[src/rtl/vga_pattern_gen.sv]
// Pixel-colour stage for the VGA timing generator.
// Drives three selectable test patterns: colour bars, checkerboard and a
// bouncing box. A debounced push button cycles between them. Colour and
// syncs are registered together, so they leave this block pixel-aligned.
module vga_pattern_gen #(
  parameter int H_ACTIVE        = 640,
  parameter int V_ACTIVE        = 480,
  parameter int CHECK_LOG2      = 5,
  parameter int BOX_SIZE        = 64,
  parameter int BOX_SPEED       = 4,
  parameter int DEBOUNCE_CYCLES = 500000
) (
  input  logic       clk,
  input  logic       rst,
  input  logic [9:0] x,
  input  logic [9:0] y,
  input  logic       valid,
  input  logic       newframe,
  input  logic       hsync_in,
  input  logic       vsync_in,
  input  logic       mode_btn,
  output logic       r,
  output logic       g,
  output logic       b,
  output logic       hs,
  output logic       vs,
  output logic [1:0] mode
);

  localparam int CNT_W = (DEBOUNCE_CYCLES > 2) ? $clog2(DEBOUNCE_CYCLES) : 1;
  localparam logic [CNT_W-1:0] CNT_LAST = CNT_W'(DEBOUNCE_CYCLES - 1);
  localparam int BAR_W = H_ACTIVE / 8;
  localparam logic [10:0] H_LIM = 11'(H_ACTIVE - BOX_SIZE);
  localparam logic [10:0] V_LIM = 11'(V_ACTIVE - BOX_SIZE);
  localparam logic [10:0] SPEED = 11'(BOX_SPEED);
  localparam logic [10:0] BOX_W = 11'(BOX_SIZE);

  // Button synchroniser and debouncer state
  logic             r_btn_meta;
  logic             r_btn_sync;
  logic             r_db_state;
  logic [CNT_W-1:0] r_db_cnt;
  logic             r_press;

  // Mode sequencing
  logic [1:0] r_mode;
  logic       r_pending;
  logic [1:0] w_mode_next;

  // Box position (11 bits so all edge arithmetic is overflow-free)
  logic [10:0] r_bx;
  logic [10:0] r_by;
  logic        r_left;
  logic        r_up;
  logic [11:0] w_h_step;
  logic [11:0] w_v_step;

  // Pixel path
  logic [10:0] w_x11;
  logic [10:0] w_y11;
  logic [2:0]  w_bar;
  logic        w_in_box;
  logic [2:0]  w_rgb;
  logic [2:0]  r_rgb_p1;
  logic        r_hs_p1;
  logic        r_vs_p1;

  // Bar colours left to right: white, yellow, cyan, green, magenta, red, blue, black
  function automatic logic [2:0] bar_colour(input logic [2:0] idx);
    logic [2:0] c;
    case (idx)
      3'd0:    c = 3'b111;
      3'd1:    c = 3'b110;
      3'd2:    c = 3'b011;
      3'd3:    c = 3'b010;
      3'd4:    c = 3'b101;
      3'd5:    c = 3'b100;
      3'd6:    c = 3'b001;
      default: c = 3'b000;
    endcase
    return c;
  endfunction

  // One axis of box motion: returns {new_backwards, new_position}.
  // Overshoot is clamped onto the wall and the direction reverses there.
  function automatic logic [11:0] step_axis(input logic [10:0] pos,
                                            input logic        back,
                                            input logic [10:0] lim);
    logic [11:0] res;
    if (!back) begin
      if (pos + SPEED >= lim) res = {1'b1, lim};
      else                    res = {1'b0, pos + SPEED};
    end else begin
      if (pos <= SPEED)       res = {1'b0, 11'd0};
      else                    res = {1'b1, pos - SPEED};
    end
    return res;
  endfunction

  // Two-flop synchroniser for the asynchronous button
  always_ff @(posedge clk) begin
    if (rst) begin
      r_btn_meta <= 1'b0;
      r_btn_sync <= 1'b0;
    end else begin
      r_btn_meta <= mode_btn;
      r_btn_sync <= r_btn_meta;
    end
  end

  // Debouncer: accept a change only after it persists; pulse on accepted press
  always_ff @(posedge clk) begin
    if (rst) begin
      r_db_state <= 1'b0;
      r_db_cnt   <= '0;
      r_press    <= 1'b0;
    end else begin
      r_press <= 1'b0;
      if (r_btn_sync != r_db_state) begin
        if (r_db_cnt == CNT_LAST) begin
          r_db_state <= r_btn_sync;
          r_db_cnt   <= '0;
          r_press    <= r_btn_sync;
        end else begin
          r_db_cnt <= r_db_cnt + CNT_W'(1);
        end
      end else begin
        r_db_cnt <= '0;
      end
    end
  end

  // Next pattern in the 0 -> 1 -> 2 -> 0 cycle; 3 is folded back to 0
  always_comb begin
    w_mode_next = 2'd0;
    if (r_mode == 2'd0)      w_mode_next = 2'd1;
    else if (r_mode == 2'd1) w_mode_next = 2'd2;
  end

  // Presses are latched and applied once at the next frame start
  always_ff @(posedge clk) begin
    if (rst) begin
      r_mode    <= 2'd0;
      r_pending <= 1'b0;
    end else if (newframe && (r_pending || r_press)) begin
      r_mode    <= w_mode_next;
      r_pending <= 1'b0;
    end else if (r_press) begin
      r_pending <= 1'b1;
    end
  end

  // Candidate box positions for the next frame
  always_comb begin
    w_h_step = step_axis(r_bx, r_left, H_LIM);
    w_v_step = step_axis(r_by, r_up, V_LIM);
  end

  // Box moves once per frame regardless of the displayed pattern
  always_ff @(posedge clk) begin
    if (rst) begin
      r_bx   <= 11'd0;
      r_by   <= 11'd0;
      r_left <= 1'b0;
      r_up   <= 1'b0;
    end else if (newframe) begin
      r_bx   <= w_h_step[10:0];
      r_left <= w_h_step[11];
      r_by   <= w_v_step[10:0];
      r_up   <= w_v_step[11];
    end
  end

  // Bar index by threshold comparisons against constant bar edges
  always_comb begin
    w_x11 = {1'b0, x};
    w_y11 = {1'b0, y};
    w_bar = 3'd0;
    for (int k = 1; k < 8; k++) begin
      if (w_x11 >= 11'(k * BAR_W)) w_bar = 3'(k);
    end
    w_in_box = (w_x11 >= r_bx) && (w_x11 < r_bx + BOX_W) &&
               (w_y11 >= r_by) && (w_y11 < r_by + BOX_W);
  end

  // Pattern colour for the current pixel; black during blanking
  always_comb begin
    w_rgb = 3'b000;
    if (valid) begin
      case (r_mode)
        2'd1:    w_rgb = (x[CHECK_LOG2] ^ y[CHECK_LOG2]) ? 3'b111 : 3'b000;
        2'd2:    w_rgb = w_in_box ? 3'b111 : 3'b001;
        default: w_rgb = bar_colour(w_bar);
      endcase
    end
  end

  // Output register: colour and syncs share one cycle of latency
  always_ff @(posedge clk) begin
    if (rst) begin
      r_rgb_p1 <= 3'b000;
      r_hs_p1  <= 1'b0;
      r_vs_p1  <= 1'b0;
    end else begin
      r_rgb_p1 <= w_rgb;
      r_hs_p1  <= hsync_in;
      r_vs_p1  <= vsync_in;
    end
  end

  assign r    = r_rgb_p1[2];
  assign g    = r_rgb_p1[1];
  assign b    = r_rgb_p1[0];
  assign hs   = r_hs_p1;
  assign vs   = r_vs_p1;
  assign mode = r_mode;

endmodule
[config.mk]
export PLATFORM = sky130hd
export DESIGN_NAME = vga_pattern_gen
export DESIGN_NICKNAME = d
export VERILOG_FILES = /design/src/rtl/vga_pattern_gen.sv
export SDC_FILE = /design/constraint.sdc
export NUM_CORES = 1
export LEC_CHECK = 0
export ABC_CLOCK_PERIOD_IN_PS = 5340
export CAP_MARGIN = 20
export CORE_ASPECT_RATIO = 0.9
export CORE_UTILIZATION = 55
export DETAILED_ROUTE_END_ITERATION = 7
export HOLD_SLACK_MARGIN = 0.15
export PLACE_DENSITY = 0.82
export SETUP_SLACK_MARGIN = 0.4
export SLEW_MARGIN = 20
export SYNTH_ARGS = -nofsm -noshare
export SYNTH_HDL_FRONTEND = slang
export SYNTH_SLANG_ARGS = --single-unit
[constraint.sdc]
create_clock -name clk -period 5.34 [get_ports clk]
set_input_delay 1.068 -clock clk [delete_from_list [all_inputs] [get_ports clk]]
set_output_delay 1.068 -clock clk [all_outputs]
set_load 0.02 [all_outputs]
Word level (Yosys, flattened, before mapping)
Index checks and enable logic that the tools add are counted.
{"block": "word_totals", "register_bits": 55, "input_bits": 27}
{"block": "op_classes", "addsub": 7, "magnitude_cmp": 15, "n_eq_ne": 10, "mux": 19, "bitwise": 4, "reduce_logical": 12}
{"cell": "$mux W12", "count": 6}
{"cell": "$ge A10 B9 Y1 const B", "count": 3}
{"cell": "$mux W3", "count": 8}
{"cell": "$add A11 B3 Y11 const B", "count": 2}
{"cell": "$add A11 B7 Y11 const B", "count": 2}
{"cell": "$ge A10 B11 Y1", "count": 2}
{"cell": "$le A11 B3 Y1 const B", "count": 2}
{"cell": "$lt A10 B11 Y1", "count": 2}
{"cell": "$sub A11 B3 Y11 const B", "count": 2}
{"cell": "$pmux W3 S7", "count": 1}
{"cell": "$ge A10 B8 Y1 const B", "count": 2}
{"cell": "$add A19 B1 Y19 const B", "count": 1}
{"cell": "$eq A19 B19 Y1 const B", "count": 1}
{"cell": "$ge A11 B10 Y1 const B", "count": 1}
{"cell": "$ge A11 B9 Y1 const B", "count": 1}
{"cell": "$ge A10 B10 Y1 const B", "count": 1}
{"cell": "$ge A10 B7 Y1 const B", "count": 1}
{"cell": "$eq A3 B3 Y1 const B", "count": 3}
{"cell": "$eq A3 B2 Y1 const B", "count": 2}
{"cell": "$pmux W3 S2", "count": 1}
{"cell": "$reduce_or A3 Y1", "count": 2}
{"cell": "$logic_and A1 B1 Y1", "count": 4}
{"cell": "$mux W2", "count": 2}
{"cell": "$reduce_or A2 Y1", "count": 2}
{"cell": "other kinds (11)", "count": 13}

Longest topological paths before layout
Gate-level depths: netlist of run 1.
{"block": "logic_depth", "word_depth": 11, "mapped_depth": 11, "mapped_depth_nobuf": 10}

Worst setup path before layout of run 1
OpenSTA, ideal clock, no wires.
{"block": "synth_path", "path_kind": "input -> register", "startpoint": "input port x[9]", "endpoint": "register r_rgb_p1[2]", "setup_time_ns": 0.074, "arrival_ns": 2.500, "path_slack_ns": 2.766, "path_stages": 7, "path_cell_list": "ha_1 > o21a_1 > o22ai_1 > or4b_2 > a21oi_1 > nand4_1 > a31oi_1"}
{"block": "synth_between", "elab_chain_cells": 11}
{"item": "from (decl)", "line": "15", "text": "input logic [9:0] x,"}
{"item": "$ge A10 B7 Y1", "line": "180", "text": "if (w_x11 >= 11'(k * BAR_W)) w_bar = 3'(k);"}
{"item": "$mux W1", "line": "180"}
{"item": "$mux W3 (6 in series)", "line": "180"}
{"item": "$eq A3 B3 Y1, or another cell as far along", "line": "71", "text": "case (idx)"}
{"item": "$pmux W3 S7", "line": "71"}
{"item": "$pmux W3 S2 (*)", "line": "190", "text": "case (r_mode)"}
{"item": "to (signal assigned)", "line": "205", "text": "r_rgb_p1 <= w_rgb;"}
{"item": "to (decl)", "line": "64", "text": "logic [2:0] r_rgb_p1;"}
Every way passes the cells marked *; elsewhere a longest branch is shown, timed or not.
A chain may end at the register's enable or synchronous reset.

Worst setup path after layout of run 1
{"block": "layout_path", "startpoint": "input port x[8]", "endpoint": "register r_rgb_p1[2]"}
Same word-level chain as after synthesis.

==> results of run 1 <==
==> worst max-delay path by stage <==
stage / startpoint / to / cells past startpoint / slack [ns]
CTS: x[8] / r_rgb_p1[2] / 8 / 2.21
global route: x[8] / r_rgb_p1[2] / 8 / 2.12
finish: x[8] / r_rgb_p1[2] / 8 / 2.21
floorplan: x[9] / r_rgb_p1[2] / 7 / 2.77
global placement: x[8] / r_rgb_p1[2] / 8 / 1.95
detailed placement: x[8] / r_rgb_p1[2] / 8 / 1.88
==> cell families (layout without fill, tap and decap cells) <==
| group | after synthesis | in the layout |
|---|---|---|
| XOR/XNOR | 34 | 34 |
| multiplexers | 5 | 5 |
| buffers and inverters | 60 | 70 |
| adder cells (fa/ha/maj) | 39 | 39 |
| flip-flops | 51 | 51 |
| AND/OR/NAND/NOR | 167 | 167 |
| AO/OA/AOI/OAI | 111 | 111 |
==> power by group through the flow <==
stage | logic [mW] | registers (mW) | clock network, mW
after detailed placement | 0.141 | 0.406 | 0
final | 0.143 | 0.398 | 0.241
after floorplan | 0.0988 | 0.403 | 0
after global placement | 0.135 | 0.406 | 0
after global routing | 0.161 | 0.399 | 0.260
after CTS | 0.142 | 0.398 | 0.245
==> state kept, by name, indices dropped and copies added, names as in the netlist <==
name,count
r_left,1
r_btn_meta,1
r_press,1
r_rgb_p1,3
vs,1
hs,1
mode,2
r_btn_sync,1
r_db_cnt,19
r_by,9
r_pending,1
r_db_state,1
r_bx,9
r_up,1
==> metal layers <==
layer / GRT usage / vias up
li1: - / 1683
met1: 0.324 / 1600
met2: 0.423 / 95
met3: 0.0478 / 19
met4: 0.0794 / 0
met5: 0 / -
==> per-stage QoR <==
step | util | cell area [sq um] | power [mW] | instances | setup WS, ns
5_1_grt | 0.622 | 4120 | 0.820 | 567 | 2.12
3_5_place_dp | 0.607 | 4020 | 0.547 | 559 | 1.88
3_3_place_gp | 0.607 | 4020 | 0.541 | 559 | 1.95
6_report | 0.622 | 4120 | 0.782 | 567 | 2.21
2_1_floorplan | - | 3790 | 0.502 | 467 | 2.77
4_1_cts | 0.622 | 4120 | 0.785 | 567 | 2.21
==> layout make-up <==
cell class	count	area share
Sequential cell	51	0.248
Clock inverter	3	0.00669
Multi-Input combinational cell	356	0.599
Inverter	31	0.0283
Tap cell	90	0.0274
Clock buffer	5	0.0167
Timing Repair Buffer	31	0.0742
==> layout by cell type, fill, tap and decap left out, types with 3 or more instances in the layout <==
| cell type | instances |
|---|---|
| nor3_1 | 15 |
| o21ai_0 | 28 |
| o211ai_1 | 3 |
| nor4_1 | 5 |
| nor4b_1 | 3 |
| a2111oi_0 | 3 |
| a21o_1 | 9 |
| nand2_1 | 23 |
| a31oi_1 | 5 |
| dfxtp_1 | 51 |
| and3_1 | 8 |
| nor2b_1 | 6 |
| clkbuf_8 | 5 |
| o21a_1 | 4 |
| and4_1 | 3 |
| nand4_1 | 13 |
| nor2_1 | 47 |
| xnor2_1 | 19 |
| a21oi_1 | 24 |
| clkdlybuf4s50_1 | 29 |
| mux2i_1 | 5 |
| o31ai_1 | 3 |
| xor2_1 | 15 |
| nand3_1 | 24 |
| nand2b_1 | 3 |
| ha_1 | 38 |
| inv_1 | 31 |
| a211oi_1 | 8 |
==> impl_metrics.sql, run 1 <==
INSERT INTO impl_metrics (metric_group, metric, value, unit) VALUES
('synthesis', 'ys_top_cells_by_count', 'dfxtp_1 (51), nor2_1 (47), ha_1 (38)', ''),
('synthesis', 'muxShareOfSynthArea', '0.0132', ''),
('worst_hold_path', 'whs_endpoint', 'r_db_cnt[0]', ''),
('synthesis', 'yosys.cell_types.count', '65', ''),
('synthesis', 'synthesis.area', '3790', 'sq um'),
('setup_path', 'slowest_delay', '0.64', 'ns'),
('drt', 'remaining_drc_errors', '0', ''),
('drt', 'wirelength', '8.60', 'mm'),
('final_layout', 'post_route_cells_drive_above_1_share', '0.0545', ''),
('floorplanning', 'chipHeight', '80.8', 'um'),
('drt', 'antenna_violation_net_count_after_detailed_routing', '0', ''),
('power', 'p_sw_frac', '0.300', ''),
('power', 'power.share.combinational', '0.183', ''),
('worst_hold_path', 'hold_path_class', 'reg2reg', ''),
('final_layout', 'antenna_cells', '0', ''),
('setup_path', 'path_delay_family', 'simple AND/OR/NAND/NOR gates', ''),
('status', 'status', 'completed', ''),
('setup_path', 'crit_chain', 'clkdlybuf4s50_1 -> ha_1 -> o21a_1 -> o22ai_1 -> or4b_2 -> a21oi_1 -> nand4_1 -> a31oi_1', ''),
('sta', 'worst_slew_pin_slew', '0.798', 'ns'),
('clock_network', 'clkSinkCount', '51', ''),
('synthesis', 'synthTopCellsByArea', 'dfxtp_1 (27%), ha_1 (13%), nor2_1 (4.7%)', ''),
('sta', 'fin_setup_tns', '0', 'ns'),
('floorplanning', 'boundary_pin_count', '34', ''),
('clock_network', 'post_cts_resized', '0', ''),
('worst_hold_path', 'min_path_cells', '1', ''),
('power', 'clock_power_share', '0.308', ''),
('floorplanning', 'start_util', '0.573', ''),
('setup_path', 'r2r_start', 'r_bx[6]', ''),
('clock_network', 'htree_levels', '2', ''),
('setup_path', 'crit_path_max_fanout', '10', ''),
('floorplanning', 'core.rowCount', '28', ''),
('placement', 'place_hpwl', '6.25', 'mm'),
('synthesis', 'synthesis.instances', '467', ''),
('setup_path', 'required_time_of_the_critical_path', '5.59', 'ns'),
('synthesis', 'number_of_nets_produced_by_synthesis', '532', ''),
('sta', 'finClkSkew', '0.00848', 'ns'),
('grt', 'grt-ovfl-total', '0', ''),
('setup_path', 'timing.critical_path.slowest_stage_cell', 'or4b_2', ''),
('sta', 'setup_violations', '0', ''),
('power', 'power.density_cell_area', '190', 'nW/um^2'),
('drt', 'vias_per_cell', '5.99', ''),
('synthesis', 'area_share_of_the_leading_cell_type_in_the_synthesized_netlist', '0.269', ''),
('synthesis', 'post_synth_and_or_nand_nor_area_fraction', '0.231', ''),
('placement', 'place.gp.congestion', '0.887', ''),
('drt', 'route.layer.met1.wl', '4.02', 'mm'),
('synthesis', 'synth_compound_gate_area_share', '0.199', ''),
('clock_network', 'numCtsBuffers', '5', ''),
('synthesis', 'syn_avg_cell_area', '8.12', 'sq um'),
('final_layout', 'final-seq-area', '1020', 'sq um'),
('synthesis', 'synthXorXnorAreaFrac', '0.0785', ''),
('drt', 'wl_met3', '388', 'um'),
('clock_network', 'worst_skew_pair.late_latency', '0.32', 'ns'),
('synthesis', 'synth_enable_flop_cells', '0', ''),
('power', 'vdd_ir_drop_max', '0.128', 'mV'),
('setup_path', 'critPathKind', 'in2reg', ''),
('final_layout', 'final_net_count', '541', ''),
('clock_network', 'clkTransAtPathRegs', '0.11', 'ns'),
('synthesis', 'ys_seq_elements', '51', ''),
('floorplanning', 'core_area', '6620', 'sq um'),
('floorplanning', 'die_area', '7230', 'sq um'),
('power', 'power_switching', '0.234', 'mW'),
('power', 'p_int', '0.547', 'mW'),
('drt', 'drt-wirelength-per-cell', '15.2', 'um'),
('setup_path', 'cp_data_arrival_time', '3.38', 'ns'),
('final_layout', 'total_area_of_multi_input_combinational_cells', '2460', 'sq um'),
('synthesis', 'post-synth-top-area-cell', 'dfxtp_1', ''),
('worst_hold_path', 'min_from', 'r_db_cnt[0]', ''),
('synthesis', 'seq_area_frac_synth', '0.269', ''),
('sta', 'min_period_over_period', '0.586', ''),
('drt', 'routed_wl_met2', '4.04', 'mm'),
('clock_network', 'clk_path_buf_depth', '2', '');
No activity file was read; power rests on OpenSTA's default activity.
==> run 2: changes to the inputs <==
--- a/config.mk
+++ b/config.mk
@@ -5,10 +5,10 @@
 export SDC_FILE = /design/constraint.sdc
 export NUM_CORES = 1
 export LEC_CHECK = 0
-export ABC_CLOCK_PERIOD_IN_PS = 5340
+export ABC_CLOCK_PERIOD_IN_PS = 2600
 export CAP_MARGIN = 20
 export CORE_ASPECT_RATIO = 0.9
-export CORE_UTILIZATION = 55
+export CORE_UTILIZATION = 53
 export DETAILED_ROUTE_END_ITERATION = 7
 export HOLD_SLACK_MARGIN = 0.15
 export PLACE_DENSITY = 0.82
==> constraint.sdc (replaced) <==
create_clock -name clk -period 2.6 [get_ports clk]
set_input_delay 0.52 -clock clk [delete_from_list [all_inputs] [get_ports clk]]
set_output_delay 0.52 -clock clk [all_outputs]
set_load 0.02 [all_outputs]
==> run 2 against run 1 <==
  * Critical path depth down 1
  * Flip-flop and latch count unchanged
  * Clock-buffer cell count unchanged
  * Core utilization up 2.1 points
  * Die area up 3.7%
  * Critical endpoint is now r_by[3]
  * Largest cell class unchanged
==> impl_metrics.sql, run 2 (synthesis results as in run 1) <==
INSERT INTO impl_metrics (metric_group, metric, value, unit) VALUES
('status', 'status', 'completed', ''),
('power', 'power_leakage', '1.64', 'nW'),
('setup_path', 'worstSetupStartpointType', 'flip-flop', ''),
('drt', 'routed-via-count', '3554', ''),
('power', 'power_switching', '0.467', 'mW'),
('setup_path', 'path_delay_family', 'compound AO/OA/AOI/OAI gates', ''),
('setup_path', 'regToRegSetupSlack', '0.44', 'ns'),
('floorplanning', 'chipHeight', '82.2', 'um'),
('placement', 'io_buffers', '29', ''),
('drt', 'vias_per_cell', '6.10', ''),
('final_layout', 'layout_commonest_cell', 'nor2_1', ''),
('power', 'vdd_ir_drop_max', '0.299', 'mV'),
('sta', 'min_period_over_period', '0.830', ''),
('clock_network', 'clkTransAtPathRegs', '0.10', 'ns'),
('placement', 'placement.cell_area', '4120', 'sq um'),
('setup_path', 'slowest_delay', '0.41', 'ns'),
('drt', 'antenna_violation_net_count_after_detailed_routing', '0', ''),
('sta', 'setup_violations', '0', ''),
('setup_path', 'critical_path_buf_inv_count', '0', ''),
('setup_path', 'critPathKind', 'reg2reg', ''),
('clock_network', 'clk_path_buf_depth', '2', ''),
('drt', 'drt-pass1-iter-count', '7', ''),
('final_layout', 'final_cells', '583', ''),
('setup_path', 'crit_path_max_fanout', '7', ''),
('setup_path', 'required_time_of_the_critical_path', '2.81', 'ns'),
('clock_network', 'htree_levels', '2', ''),
('final_layout', 'registers.top_by_ff_count', 'r_db_cnt', ''),
('drt', 'dr.first_iter.drc_count', '205', ''),
('setup_path', 'setup.worst_path.start', 'r_by[6]', ''),
('setup_path', 'timing.critical_path.slowest_stage_cell', 'a2111oi_4', ''),
('grt', 'use_met2', '0.425', ''),
('placement', 'place_hpwl', '6.36', 'mm'),
('grt', 'grt-ovfl-total', '0', ''),
('sta', 'worst_slew_pin_slew', '0.600', 'ns'),
('grt', 'number_of_antenna_violations_at_the_first_check_in_global_routing', '0', ''),
('clock_network', 'clkSinkCount', '51', ''),
('final_layout', 'finish.instance_area', '4320', 'sq um'),
('setup_path', 'r2r_start', 'r_by[6]', ''),
('clock_network', 'cts_tree', 'built', ''),
('worst_hold_path', 'hold_path_class', 'reg2reg', ''),
('placement', 'detailedPlace.worstSlack', '-0.0716', 'ns'),
('sta', 'final_period_minus_worst_setup_slack', '2.16', 'ns'),
('power', 'sequentialPowerShare', '0.479', ''),
('floorplanning', 'die_area', '7500', 'sq um'),
('grt', 'gr-usage-all-layers', '0.231', ''),
('flow_run', 'maxCapViolations', '0', ''),
('grt', 'maximum_number_of_pins_on_one_net_before_global_route_repair', '24', ''),
('sta', 'fin_setup_tns', '0', 'ns'),
('placement', 'dp.cells', '570', ''),
('power', 'p_int', '1.23', 'mW'),
('sta', 'timing.slew.headroom', '0.590', ''),
('floorplanning', 'start_util', '0.564', ''),
('setup_path', 'cp_data_arrival_time', '2.37', 'ns'),
('clock_network', 'clk_tree_root_cell', 'clkbuf_8', ''),
('final_layout', 'leading_cell_types_in_the_layout_fill_and_taps_excluded', 'nor2_1 (47), dfxtp_1 (41), ha_1 (34)', ''),
('grt', 'global_route_wire_length_before_repair', '14.2', 'mm'),
('drt', 'wirelength', '8.74', 'mm'),
('power', 'power.density_cell_area', '392', 'nW/um^2'),
('grt', 'busiest_layer', 'met2', ''),
('final_layout', 'post_route_cells_drive_above_1_share', '0.122', ''),
('setup_path', 'worst_reg_to_reg_cells', '7', ''),
('power', 'p_sw_frac', '0.276', ''),
('drt', 'drt-wirelength-per-cell', '15.0', 'um'),
('final_layout', 'postLayoutCoreUtil', '0.642', ''),
('sta', 'finClkSkew', '0.00987', 'ns'),
('final_layout', 'final_net_count', '557', ''),
('floorplanning', 'die_width', '91.2', 'um'),
('floorplanning', 'core.rowCount', '28', ''),
('setup_path', 'reg2reg_to', 'r_by[3]', ''),
('final_layout', 'total_area_of_multi_input_combinational_cells', '2500', 'sq um'),
('clock_network', 'numCtsBuffers', '5', ''),
('sta', 'timing.final.max_slew_violations', '0', ''),
('grt', 'grt_util_met3', '0.0321', ''),
('worst_hold_path', 'min_path_cells', '1', ''),
('final_layout', 'final-seq-area', '1050', 'sq um'),
('clock_network', 'worst_skew_pair.late_latency', '0.30', 'ns'),
('power', 'power.share.combinational', '0.186', ''),
('worst_hold_path', 'whs_endpoint', 'r_db_cnt[0]', ''),
('power', 'clock_power_share', '0.335', ''),
('sta', 'setup_slack', '0.442', 'ns'),
('setup_path', 'crit_chain', 'ha_2 -> and3_2 -> a21o_1 -> a2111oi_4 -> o31a_2 -> mux2i_1 -> a211oi_1', ''),
('placement', 'place.gp.congestion', '0.969', ''),
('floorplanning', 'core_area', '6730', 'sq um'),
('sta', 'clock.fmax', '463', 'MHz'),
('final_layout', 'largest_register_ff_count', '19', ''),
('drt', 'remaining_drc_errors', '0', ''),
('sta', 'timing.final.hold_violations', '0', ''),
('grt', 'number_of_global_route_vias_before_repair', '3213', ''),
('final_layout', 'antenna_cells', '0', ''),
('final_layout', 'final.fill_count', '578', ''),
('setup_path', 'end_kind', 'flip-flop', ''),
('floorplanning', 'boundary_pin_count', '34', ''),
('worst_hold_path', 'min_from', 'r_db_cnt[0]', ''),
('final_layout', 'largestRegisters', 'r_db_cnt: 19 flops, r_bx: 9 flops, r_by: 9 flops', ''),
('sta', 'rsz0062_at_grt', 'no', ''),
('grt', 'grt_util_met1', '0.288', ''),
('final_layout', 'syn2layout_area_growth', '14.0', '%');
==> run 2: layout make-up <==
class,instances,share of cell area
flip-flops and latches,51,0.242
clock buffers,5,0.0159
well taps,90,0.0261
clock inverters,3,0.0107
multi-input cells,356,0.578
inverters,31,0.0269
repair buffers,47,0.100
==> run 2: per-layer routing <==
layer,vias up,part of all wire
li1,1721,-
met2,139,0.48
met1,1669,0.45
met3,25,0.061
met4,0,0.017
met5,-,0
==> run 2: stage by stage <==
step	hold WS, ns	power (mW)
final	0.449	1.69
after global routing	0.468	1.77
after CTS	0.449	1.70
after detailed placement	0.435	1.14
after global placement	0.422	1.13
after floorplan	0.414	1.03
==> run 2: worst reg2reg max path, cell delays in order, from the launching register on <==
cell       delay (ns)
dfxtp_4          0.38
ha_2             0.21
and3_2           0.25
a21o_1           0.20
a2111oi_4        0.41
o31a_2           0.29
mux2i_1          0.09
a211oi_1         0.23
==> run 2: worst max path at each step <==
stage                  end  cells past startpoint
2_1_floorplan  r_rgb_p1[2]                      9
3_3_place_gp   r_rgb_p1[2]                      8
3_5_place_dp   r_rgb_p1[2]                      8
4_1_cts            r_by[3]                      7
5_1_grt            r_by[4]                      7
6_report           r_by[3]                      7
==> run 2: what timing repair did <==
action	in CTS	in global routing
setup buffers	0	5
hold buffers	0	0
endpoints found under the setup margin	10	12
resized for setup	12	17
pin swaps	6	4
==> run 2: power by group through the flow <==
stage	registers (mW)	logic [mW]	clock network, mW
after floorplan	0.828	0.203	0
after global placement	0.832	0.294	0
after detailed placement	0.832	0.303	0
after CTS	0.815	0.304	0.577
after global routing	0.814	0.352	0.609
final	0.812	0.315	0.568
